[src/rtl/z80_mem_ctrl_if.sv]
// Bus bundle between the Z80 core, the memory controller and the synchronous memory port.
// The slave modport is the controller's view; the master modport is the CPU/memory side.
interface z80_mem_ctrl_if #(
  parameter int ADDR_W = 16
);
  logic [ADDR_W-1:0] addr_bus;
  logic [7:0]        data_in;
  logic              MREQ_L;
  logic              RD_L;
  logic              WR_L;
  logic              RFSH_L;
  logic              WAIT_L;
  logic [7:0]        data_out;
  logic              data_oe;
  logic              mem_req;
  logic              mem_we;
  logic [ADDR_W-1:0] mem_addr;
  logic [7:0]        mem_wdata;
  logic [7:0]        mem_rdata;
  logic              mem_ack;
  logic              bus_err;

  modport slave (
    input  addr_bus, data_in, MREQ_L, RD_L, WR_L, RFSH_L, mem_rdata, mem_ack,
    output WAIT_L, data_out, data_oe, mem_req, mem_we, mem_addr, mem_wdata, bus_err
  );

  modport master (
    output addr_bus, data_in, MREQ_L, RD_L, WR_L, RFSH_L, mem_rdata, mem_ack,
    input  WAIT_L, data_out, data_oe, mem_req, mem_we, mem_addr, mem_wdata, bus_err
  );
endinterface

[src/rtl/z80_mem_ctrl.sv]
// Z80 bus-slave memory controller: turns each MREQ_L read/write cycle into one req/ack
// transaction, stalling the CPU via WAIT_L with a minimum wait count and a response timeout.
module z80_mem_ctrl #(
  parameter int ADDR_W   = 16,
  parameter int MIN_WAIT = 1,
  parameter int TIMEOUT  = 255
) (
  input logic           clk,
  input logic           rst,
  z80_mem_ctrl_if.slave bus
);

  localparam logic [2:0] S_IDLE    = 3'd0;
  localparam logic [2:0] S_ACCESS  = 3'd1;
  localparam logic [2:0] S_STRETCH = 3'd2;
  localparam logic [2:0] S_RELEASE = 3'd3;
  localparam logic [2:0] S_HOLD    = 3'd4;

  localparam logic [4:0] MIN_WAIT_C = 5'(MIN_WAIT);
  localparam logic [8:0] TIMEOUT_C  = 9'(TIMEOUT);

  logic [2:0]        state_q, state_d;
  logic [3:0]        wait_cnt_q, wait_cnt_d;
  logic [7:0]        to_cnt_q, to_cnt_d;
  logic              is_rd_q, is_rd_d;
  logic              wait_l_q, wait_l_d;
  logic [7:0]        data_out_q, data_out_d;
  logic              data_oe_q, data_oe_d;
  logic              mem_req_q, mem_req_d;
  logic              mem_we_q, mem_we_d;
  logic [ADDR_W-1:0] mem_addr_q, mem_addr_d;
  logic [7:0]        mem_wdata_q, mem_wdata_d;
  logic              bus_err_q, bus_err_d;

  logic start, illegal, oe_cond;
  logic [4:0] wait_next;

  assign start     = ~bus.MREQ_L & bus.RFSH_L & (bus.RD_L ^ bus.WR_L);
  assign illegal   = ~bus.MREQ_L & bus.RFSH_L & ~bus.RD_L & ~bus.WR_L;
  assign oe_cond   = is_rd_q & ~bus.RD_L & ~bus.MREQ_L;
  assign wait_next = {1'b0, wait_cnt_q} + 5'd1;

  always_comb begin
    state_d     = state_q;
    wait_cnt_d  = wait_cnt_q;
    to_cnt_d    = to_cnt_q;
    is_rd_d     = is_rd_q;
    wait_l_d    = wait_l_q;
    data_out_d  = data_out_q;
    data_oe_d   = data_oe_q;
    mem_req_d   = mem_req_q;
    mem_we_d    = mem_we_q;
    mem_addr_d  = mem_addr_q;
    mem_wdata_d = mem_wdata_q;
    bus_err_d   = 1'b0;

    case (state_q)
      S_IDLE: begin
        if (start) begin
          mem_addr_d = bus.addr_bus;
          mem_we_d   = ~bus.WR_L;
          if (!bus.WR_L) mem_wdata_d = bus.data_in;
          is_rd_d    = ~bus.RD_L;
          mem_req_d  = 1'b1;
          wait_l_d   = 1'b0;
          wait_cnt_d = 4'd0;
          to_cnt_d   = 8'd0;
          state_d    = S_ACCESS;
        end else if (illegal) begin
          is_rd_d   = 1'b0;
          bus_err_d = 1'b1;
          state_d   = S_HOLD;
        end
      end

      // WAIT_L low cycles so far is wait_cnt+1, so both exits compare against that.
      S_ACCESS: begin
        wait_cnt_d = (wait_cnt_q == 4'hF) ? wait_cnt_q : wait_cnt_q + 4'd1;
        to_cnt_d   = (to_cnt_q == 8'hFF) ? to_cnt_q : to_cnt_q + 8'd1;
        if (bus.mem_ack) begin
          mem_req_d = 1'b0;
          if (is_rd_q) data_out_d = bus.mem_rdata;
          if (wait_next < MIN_WAIT_C) begin
            state_d = S_STRETCH;
          end else begin
            wait_l_d  = 1'b1;
            data_oe_d = oe_cond;
            state_d   = S_RELEASE;
          end
        end else if (({1'b0, to_cnt_q} + 9'd1) >= TIMEOUT_C) begin
          mem_req_d = 1'b0;
          if (is_rd_q) data_out_d = 8'hFF;
          bus_err_d = 1'b1;
          wait_l_d  = 1'b1;
          data_oe_d = oe_cond;
          state_d   = S_RELEASE;
        end
      end

      S_STRETCH: begin
        if (wait_next >= MIN_WAIT_C) begin
          wait_l_d  = 1'b1;
          data_oe_d = oe_cond;
          state_d   = S_RELEASE;
        end else begin
          wait_cnt_d = (wait_cnt_q == 4'hF) ? wait_cnt_q : wait_cnt_q + 4'd1;
        end
      end

      // A CPU that already dropped MREQ_L goes straight back to IDLE.
      S_RELEASE, S_HOLD: begin
        wait_l_d = 1'b1;
        if (bus.MREQ_L) begin
          data_oe_d = 1'b0;
          state_d   = S_IDLE;
        end else begin
          data_oe_d = oe_cond;
          state_d   = S_HOLD;
        end
      end

      default: begin
        state_d   = S_IDLE;
        wait_l_d  = 1'b1;
        mem_req_d = 1'b0;
        data_oe_d = 1'b0;
      end
    endcase
  end

  always_ff @(posedge clk) begin
    if (rst) begin
      state_q     <= S_IDLE;
      wait_cnt_q  <= 4'd0;
      to_cnt_q    <= 8'd0;
      is_rd_q     <= 1'b0;
      wait_l_q    <= 1'b1;
      data_out_q  <= 8'h00;
      data_oe_q   <= 1'b0;
      mem_req_q   <= 1'b0;
      mem_we_q    <= 1'b0;
      mem_addr_q  <= '0;
      mem_wdata_q <= 8'h00;
      bus_err_q   <= 1'b0;
    end else begin
      state_q     <= state_d;
      wait_cnt_q  <= wait_cnt_d;
      to_cnt_q    <= to_cnt_d;
      is_rd_q     <= is_rd_d;
      wait_l_q    <= wait_l_d;
      data_out_q  <= data_out_d;
      data_oe_q   <= data_oe_d;
      mem_req_q   <= mem_req_d;
      mem_we_q    <= mem_we_d;
      mem_addr_q  <= mem_addr_d;
      mem_wdata_q <= mem_wdata_d;
      bus_err_q   <= bus_err_d;
    end
  end

  assign bus.WAIT_L    = wait_l_q;
  assign bus.data_out  = data_out_q;
  assign bus.data_oe   = data_oe_q;
  assign bus.mem_req   = mem_req_q;
  assign bus.mem_we    = mem_we_q;
  assign bus.mem_addr  = mem_addr_q;
  assign bus.mem_wdata = mem_wdata_q;
  assign bus.bus_err   = bus_err_q;

endmodule

[src/flat_wrapper.sv]
// flat-port wrapper written by rule: the top's interface ports become plain ports
module z80_mem_ctrl_flat 
#(
  parameter int ADDR_W   = 16,
  parameter int MIN_WAIT = 1,
  parameter int TIMEOUT  = 255
)
  (clk, rst, bus_addr_bus, bus_data_in, bus_MREQ_L, bus_RD_L, bus_WR_L, bus_RFSH_L, bus_mem_rdata, bus_mem_ack, bus_WAIT_L, bus_data_out, bus_data_oe, bus_mem_req, bus_mem_we, bus_mem_addr, bus_mem_wdata, bus_bus_err);
  z80_mem_ctrl_if #(.ADDR_W(ADDR_W)) bus_i ();
  input logic clk;
  input logic rst;
  input wire logic [$bits(bus_i.addr_bus)-1:0] bus_addr_bus;
  input wire logic [$bits(bus_i.data_in)-1:0] bus_data_in;
  input wire logic [$bits(bus_i.MREQ_L)-1:0] bus_MREQ_L;
  input wire logic [$bits(bus_i.RD_L)-1:0] bus_RD_L;
  input wire logic [$bits(bus_i.WR_L)-1:0] bus_WR_L;
  input wire logic [$bits(bus_i.RFSH_L)-1:0] bus_RFSH_L;
  input wire logic [$bits(bus_i.mem_rdata)-1:0] bus_mem_rdata;
  input wire logic [$bits(bus_i.mem_ack)-1:0] bus_mem_ack;
  output wire logic [$bits(bus_i.WAIT_L)-1:0] bus_WAIT_L;
  output wire logic [$bits(bus_i.data_out)-1:0] bus_data_out;
  output wire logic [$bits(bus_i.data_oe)-1:0] bus_data_oe;
  output wire logic [$bits(bus_i.mem_req)-1:0] bus_mem_req;
  output wire logic [$bits(bus_i.mem_we)-1:0] bus_mem_we;
  output wire logic [$bits(bus_i.mem_addr)-1:0] bus_mem_addr;
  output wire logic [$bits(bus_i.mem_wdata)-1:0] bus_mem_wdata;
  output wire logic [$bits(bus_i.bus_err)-1:0] bus_bus_err;
  assign bus_i.addr_bus = bus_addr_bus;
  assign bus_i.data_in = bus_data_in;
  assign bus_i.MREQ_L = bus_MREQ_L;
  assign bus_i.RD_L = bus_RD_L;
  assign bus_i.WR_L = bus_WR_L;
  assign bus_i.RFSH_L = bus_RFSH_L;
  assign bus_i.mem_rdata = bus_mem_rdata;
  assign bus_i.mem_ack = bus_mem_ack;
  assign bus_WAIT_L = bus_i.WAIT_L;
  assign bus_data_out = bus_i.data_out;
  assign bus_data_oe = bus_i.data_oe;
  assign bus_mem_req = bus_i.mem_req;
  assign bus_mem_we = bus_i.mem_we;
  assign bus_mem_addr = bus_i.mem_addr;
  assign bus_mem_wdata = bus_i.mem_wdata;
  assign bus_bus_err = bus_i.bus_err;
  z80_mem_ctrl #(.ADDR_W(ADDR_W), .MIN_WAIT(MIN_WAIT), .TIMEOUT(TIMEOUT)) u_core (.clk(clk), .rst(rst), .bus(bus_i));
endmodule
[config.mk]
export PLATFORM = sky130hd
export DESIGN_NAME = z80_mem_ctrl_flat
export DESIGN_NICKNAME = d
export VERILOG_FILES = /design/src/rtl/z80_mem_ctrl_if.sv /design/src/rtl/z80_mem_ctrl.sv /design/src/flat_wrapper.sv
export SDC_FILE = /design/constraint.sdc
export NUM_CORES = 1
export LEC_CHECK = 0
export BUFFER_PORTS_ARGS = -buffer_cell sky130_fd_sc_hd__buf_4
export CAP_MARGIN = 20
export CORE_ASPECT_RATIO = 0.5
export CORE_MARGIN = 3
export CORE_UTILIZATION = 43
export CTS_CLUSTER_DIAMETER = 100
export DETAILED_ROUTE_END_ITERATION = 8
export PLACE_DENSITY = 0.72
export RECOVER_POWER = 100
export SLEW_MARGIN = 10
export SYNTH_ARGS = -nofsm -noshare
export SYNTH_HDL_FRONTEND = slang
export SYNTH_SLANG_ARGS = --single-unit
[constraint.sdc]
create_clock -name clk -period 2.5 [get_ports clk]
set_clock_uncertainty 0.2 [all_clocks]
set_input_delay 0.5 -clock clk [delete_from_list [all_inputs] [get_ports clk]]
set_output_delay 0.5 -clock clk [all_outputs]
set_load 0.02 [all_outputs]
==> metrics list <==
* Core region area: 5560 um^2
- P&R area growth vs syn: 25.5%
- The run finished with clean final reports.
- Net switching is 25.5% of the power.
- CTS tree: built
- The initialized floorplan defines 19 standard-cell rows.
- Summing every instance area after synthesis gives between 2000 and 3000 um^2.
- Vias in the first global route: between 2k and 2.5k
- Pins Over Slew Limit: 0
- Share of flip-flops with an asynchronous set or reset after synthesis: 0%
- PD cells: 566 nW/um^2
- During synthesis, Yosys emitted a total of 0 warnings.
- Tightest slew margin relative to the limit: about three fifths
- Reported leakage power: 1.17 nW
- The count of nets left with antenna violations once routing finished came out at 0.
- Number of DRC violations after detailed-routing iteration 0: roughly 130
- Tracing the worst setup path back leads to its startpoint at u_core.wait_cnt_q[0]$_SDFFE_PP0P_.
- IR analysis of the VDD net gives a maximum drop of a little over 0.3 mV.
- Final weighted congestion in routability-driven placement: 0.813
- Setup CP Type: flop to flop
- The tightest hold path in the finished design has a slack of between 200 and 300 ps.
* Final antenna diode count: 0
- The clock network burns between 30% and 40% of the power.
- NetSw: 0.457 mW
- CP endpoint: u_core.wait_cnt_q[2]$_SDFFE_PP0P_
- Min Clock Period, post-route: 2410 ps
* Sequential cell fraction of total power: between 40% and 50%
- Type of element capturing the critical path: flop
- Flop and latch count out of synthesis: between 50 and 60
* Largest stage delay, worst path: between 500 and 600 ps
* Total number of nets in the final design: 435
- Total half-perimeter wirelength after legalization and detailed placement: 4580 um
- Antenna violations before repair: 0
- Internal portion of total power: 1.33 mW
- Clock-pin slew was measured on the worst setup and hold paths at 70 ps.
- R2R cell count: 7
* Filler Cell Count: 545
* Fraction of final layout cells sized beyond drive strength 1: 15.5%
- Required time at the worst-slack endpoint: between 2000 and 3000 ps
- I/O pin count: between 70 and 80
* Comb pwr share: 12.2%
- Summing over every cut layer, the via total after detailed routing is about 2.5k.
* Worst slack after detailed placement: -0.704 ps
- Global-route wire length before repair: 10,300 um
* Mapped Avg Cell Area: about 7.8 um^2
- Final global-route overflow total: 0
- Number of hold violations in the final report: 0
* Clock latency reported for the late side of the worst-skew pair: roughly 290 ps
- Dividing the detail-routed wire length by the instance count gives 13.6 um.
- Dominant register cell in the synthesized netlist: sky130_fd_sc_hd__dfxtp_1
- Clk sink count: 53
* Total clock buffers created by CTS: 5
- Sequential elements use 42.1% of the synthesized area.
* Critical register-to-register path startpoint: u_core.wait_cnt_q[0]$_SDFFE_PP0P_
* Max capacitance violation total: 0
* Slew at the pin closest to its max-slew limit: roughly 590 ps
* Commonest non-fill, non-tap cells in the layout: sky130_fd_sc_hd__nand2_1, sky130_fd_sc_hd__dfxtp_1, sky130_fd_sc_hd__buf_4, sky130_fd_sc_hd__a21oi_1, sky130_fd_sc_hd__clkbuf_1
- Leaving out fill and tap cells, the most frequent cell in the layout is sky130_fd_sc_hd__nand2_1.
- For this run, design rule violations remaining after detail routing come to 0.
- In the detailed route, the total length drawn on met2 is a little under 3000 um.
* Slowest cell on the critical path: sky130_fd_sc_hd__or4b_1
- CTS built an H-tree with a depth of 2.
- Cell Count Post-Placement: ~460
* Effective utilization at floorplan: between 40 and 50%
* Via/cell ratio: ~5.4
- Number of standard cells in the layout, taps in and fillers out: roughly 470
- Synthesized Nets: 368
- After layout, the worst path uses 96.5% of the clock period.
- Total routing usage reported by global routing: a little under a fifth
- After clock tree synthesis, the setup repair step added 0 buffers.
- Worst path setup slack after routing: 87.8 ps
* Number of flops mapped to enable cells by yosys: 0
- First-pass DRT Iterations: 4
- Arrival time of data at the critical path endpoint: 2410 ps
- Length of routed met3 wiring: between 300 and 400 um
- Counting instances, the worst hold path has a depth of 3.
- The floorplan step set the die height to between 60 and 70 um.
* Setup slack on the worst flop-to-flop path: 90 ps
- Highest metal layer used by the detailed router: met4
- Maximum fanout count along the critical path: 5
- Clock tree root driver cell: sky130_fd_sc_hd__clkbuf_16
* Horiz. Die Dim: about 110 um
- CTS max path bufs: 2
* Worst-path cell chain: inv_1 > ha_1 > nor3b_2 > a31oi_1 > or4b_1 > o32a_1 > a221oi_1
- Final WL: 6320 um
- Derived from the worst setup path, the maximum achievable clock frequency is slightly above 0.4 GHz.
- Die outline area: between 6000 and 7000 um^2
* M1 WL: about 3000 um
- The worst register-to-register path ends at u_core.wait_cnt_q[2]$_SDFFE_PP0P_.
* Cells after synthesis: approximately 330
- The worst setup path is launched from a flop.
- Entering global routing, the biggest net connects 56 pins.
* Number of endpoints failing setup at the final stage: 0
- I/O Buffers: 75
* Number of library cell types mapped by synthesis: between 40 and 50
* Worst hold-check path type: input port to flop
[layout make-up]
class	count	area (um^2)	share of cell area (%)
clock buffer	6	129	4.07
clock inverter	2	13.8	0.435
inverter	13	48.8	1.54
multi-input combinational	237	1340	42.4
sequential	53	1060	33.6
tap	73	91.3	2.88
timing repair buffer	82	477	15.1
[Yosys cell counts, types with 2 or more instances]
| library cell | instances | area [um^2] |
|---|---|---|
| sky130_fd_sc_hd__nor3b_1 | 2 | 15.0 |
| sky130_fd_sc_hd__o21a_1 | 10 | 75.1 |
| sky130_fd_sc_hd__inv_1 | 13 | 48.8 |
| sky130_fd_sc_hd__buf_2 | 7 | 35.0 |
| sky130_fd_sc_hd__nor4_1 | 3 | 18.8 |
| sky130_fd_sc_hd__nor2b_1 | 6 | 37.5 |
| sky130_fd_sc_hd__nand3b_1 | 5 | 37.5 |
| sky130_fd_sc_hd__nand2b_1 | 5 | 31.3 |
| sky130_fd_sc_hd__or3_1 | 3 | 18.8 |
| sky130_fd_sc_hd__o211ai_1 | 2 | 15.0 |
| sky130_fd_sc_hd__a211oi_1 | 3 | 22.5 |
| sky130_fd_sc_hd__dfxtp_1 | 53 | 1060 |
| sky130_fd_sc_hd__nand4b_1 | 2 | 17.5 |
| sky130_fd_sc_hd__ha_1 | 4 | 50.1 |
| sky130_fd_sc_hd__nand4_1 | 2 | 12.5 |
| sky130_fd_sc_hd__nor3_1 | 8 | 40.0 |
| sky130_fd_sc_hd__mux2i_1 | 3 | 30.0 |
| sky130_fd_sc_hd__or4_1 | 2 | 15.0 |
| sky130_fd_sc_hd__clkbuf_1 | 14 | 52.6 |
| sky130_fd_sc_hd__o21ai_0 | 11 | 55.1 |
| sky130_fd_sc_hd__a21oi_1 | 41 | 205 |
| sky130_fd_sc_hd__a31oi_1 | 11 | 68.8 |
| sky130_fd_sc_hd__nor2_1 | 23 | 86.3 |
| sky130_fd_sc_hd__nand2_1 | 56 | 210 |
| sky130_fd_sc_hd__nand3_1 | 4 | 20.0 |
| sky130_fd_sc_hd__or2_2 | 2 | 12.5 |
| sky130_fd_sc_hd__and2_1 | 3 | 18.8 |
| sky130_fd_sc_hd__a21o_1 | 3 | 22.5 |
| sky130_fd_sc_hd__o22ai_1 | 2 | 12.5 |
| sky130_fd_sc_hd__and3_1 | 3 | 18.8 |
| sky130_fd_sc_hd__o31ai_1 | 2 | 15.0 |
[how the worst min path moves through the flow]
stage | start | endpoint | slack, ps
6_report | bus_addr_bus[4] | u_core.bus.mem_addr[4]$_SDFFE_PP0P_ | 250
5_1_grt | bus_addr_bus[4] | u_core.bus.mem_addr[4]$_SDFFE_PP0P_ | 250
4_1_cts | bus_addr_bus[8] | u_core.bus.mem_addr[8]$_SDFFE_PP0P_ | 250
3_5_place_dp | u_core.bus.mem_wdata[1]$_SDFFE_PP0P_ | u_core.bus.mem_wdata[1]$_SDFFE_PP0P_ | 250
3_3_place_gp | u_core.bus.mem_wdata[1]$_SDFFE_PP0P_ | u_core.bus.mem_wdata[1]$_SDFFE_PP0P_ | 240
2_1_floorplan | u_core.to_cnt_q[7]$_SDFFE_PP0P_ | u_core.to_cnt_q[7]$_SDFFE_PP0P_ | 270
[worst max-delay path, delay by kind of cell (launching register included)]
kind	cells	cell delay [ps]
AO/OA/AOI/OAI	3	580
AND/OR/NAND/NOR	2	750
flip-flops	1	390
buffers and inverters	1	80
adder cells (fa/ha/maj)	1	330
[per-stage QoR]
| step | setup TNS [ps] | util, % | instance area, um^2 | power [mW] |
|---|---|---|---|---|
| floorplan | 0 | - | 2520 | 1.04 |
| global placement | 0 | 56.4 | 3140 | 1.14 |
| detailed placement | -0.704 | 56.4 | 3140 | 1.15 |
| CTS | 0 | 59.1 | 3290 | 1.83 |
| global route | -6.05 | 56.9 | 3170 | 1.87 |
| finish | 0 | 56.9 | 3170 | 1.79 |
[power by group through the flow]
stage               combinational, mW  clock, mW  sequential, mW
finish                          0.219      0.680           0.893
global route                    0.245      0.730           0.896
CTS                             0.237      0.697           0.893
detailed placement              0.236          0           0.912
global placement                0.231          0           0.911
floorplan                       0.109          0           0.927
[layer usage]
layer	GRT usage (%)	vias up
met3	3.84	5
met1	23.2	1179
met2	32.2	70
met4	4.40	0
met5	0	-
li1	-	1272
[registers in the layout, summed over array words and instances, names as in the netlist]
| name | cells |
|---|---|
| u_core.bus.mem_addr | 16 |
| u_core.bus.data_out | 8 |
| u_core.bus.mem_wdata | 8 |
| u_core.to_cnt_q | 8 |
| u_core.wait_cnt_q | 4 |
| u_core.state_q | 3 |
| u_core.bus.WAIT_L | 1 |
| u_core.bus.bus_err | 1 |
| u_core.bus.data_oe | 1 |
| u_core.bus.mem_req | 1 |
| u_core.bus.mem_we | 1 |
| u_core.is_rd_q | 1 |
[kinds of logic after synthesis]
family	synth area share [%]
simple gates	26.2
compound gates	22.7
flops	42.1
buf+inv	5.56
fa+ha+maj	1.98
mux	1.19
xor+xnor	0.347
[timing repair]
action,CTS,global route
gates resized for setup,1,7
endpoints found under the setup margin,1,18
pin swaps,0,0
hold buffers,0,0
(Power assumes the default switching activity.)
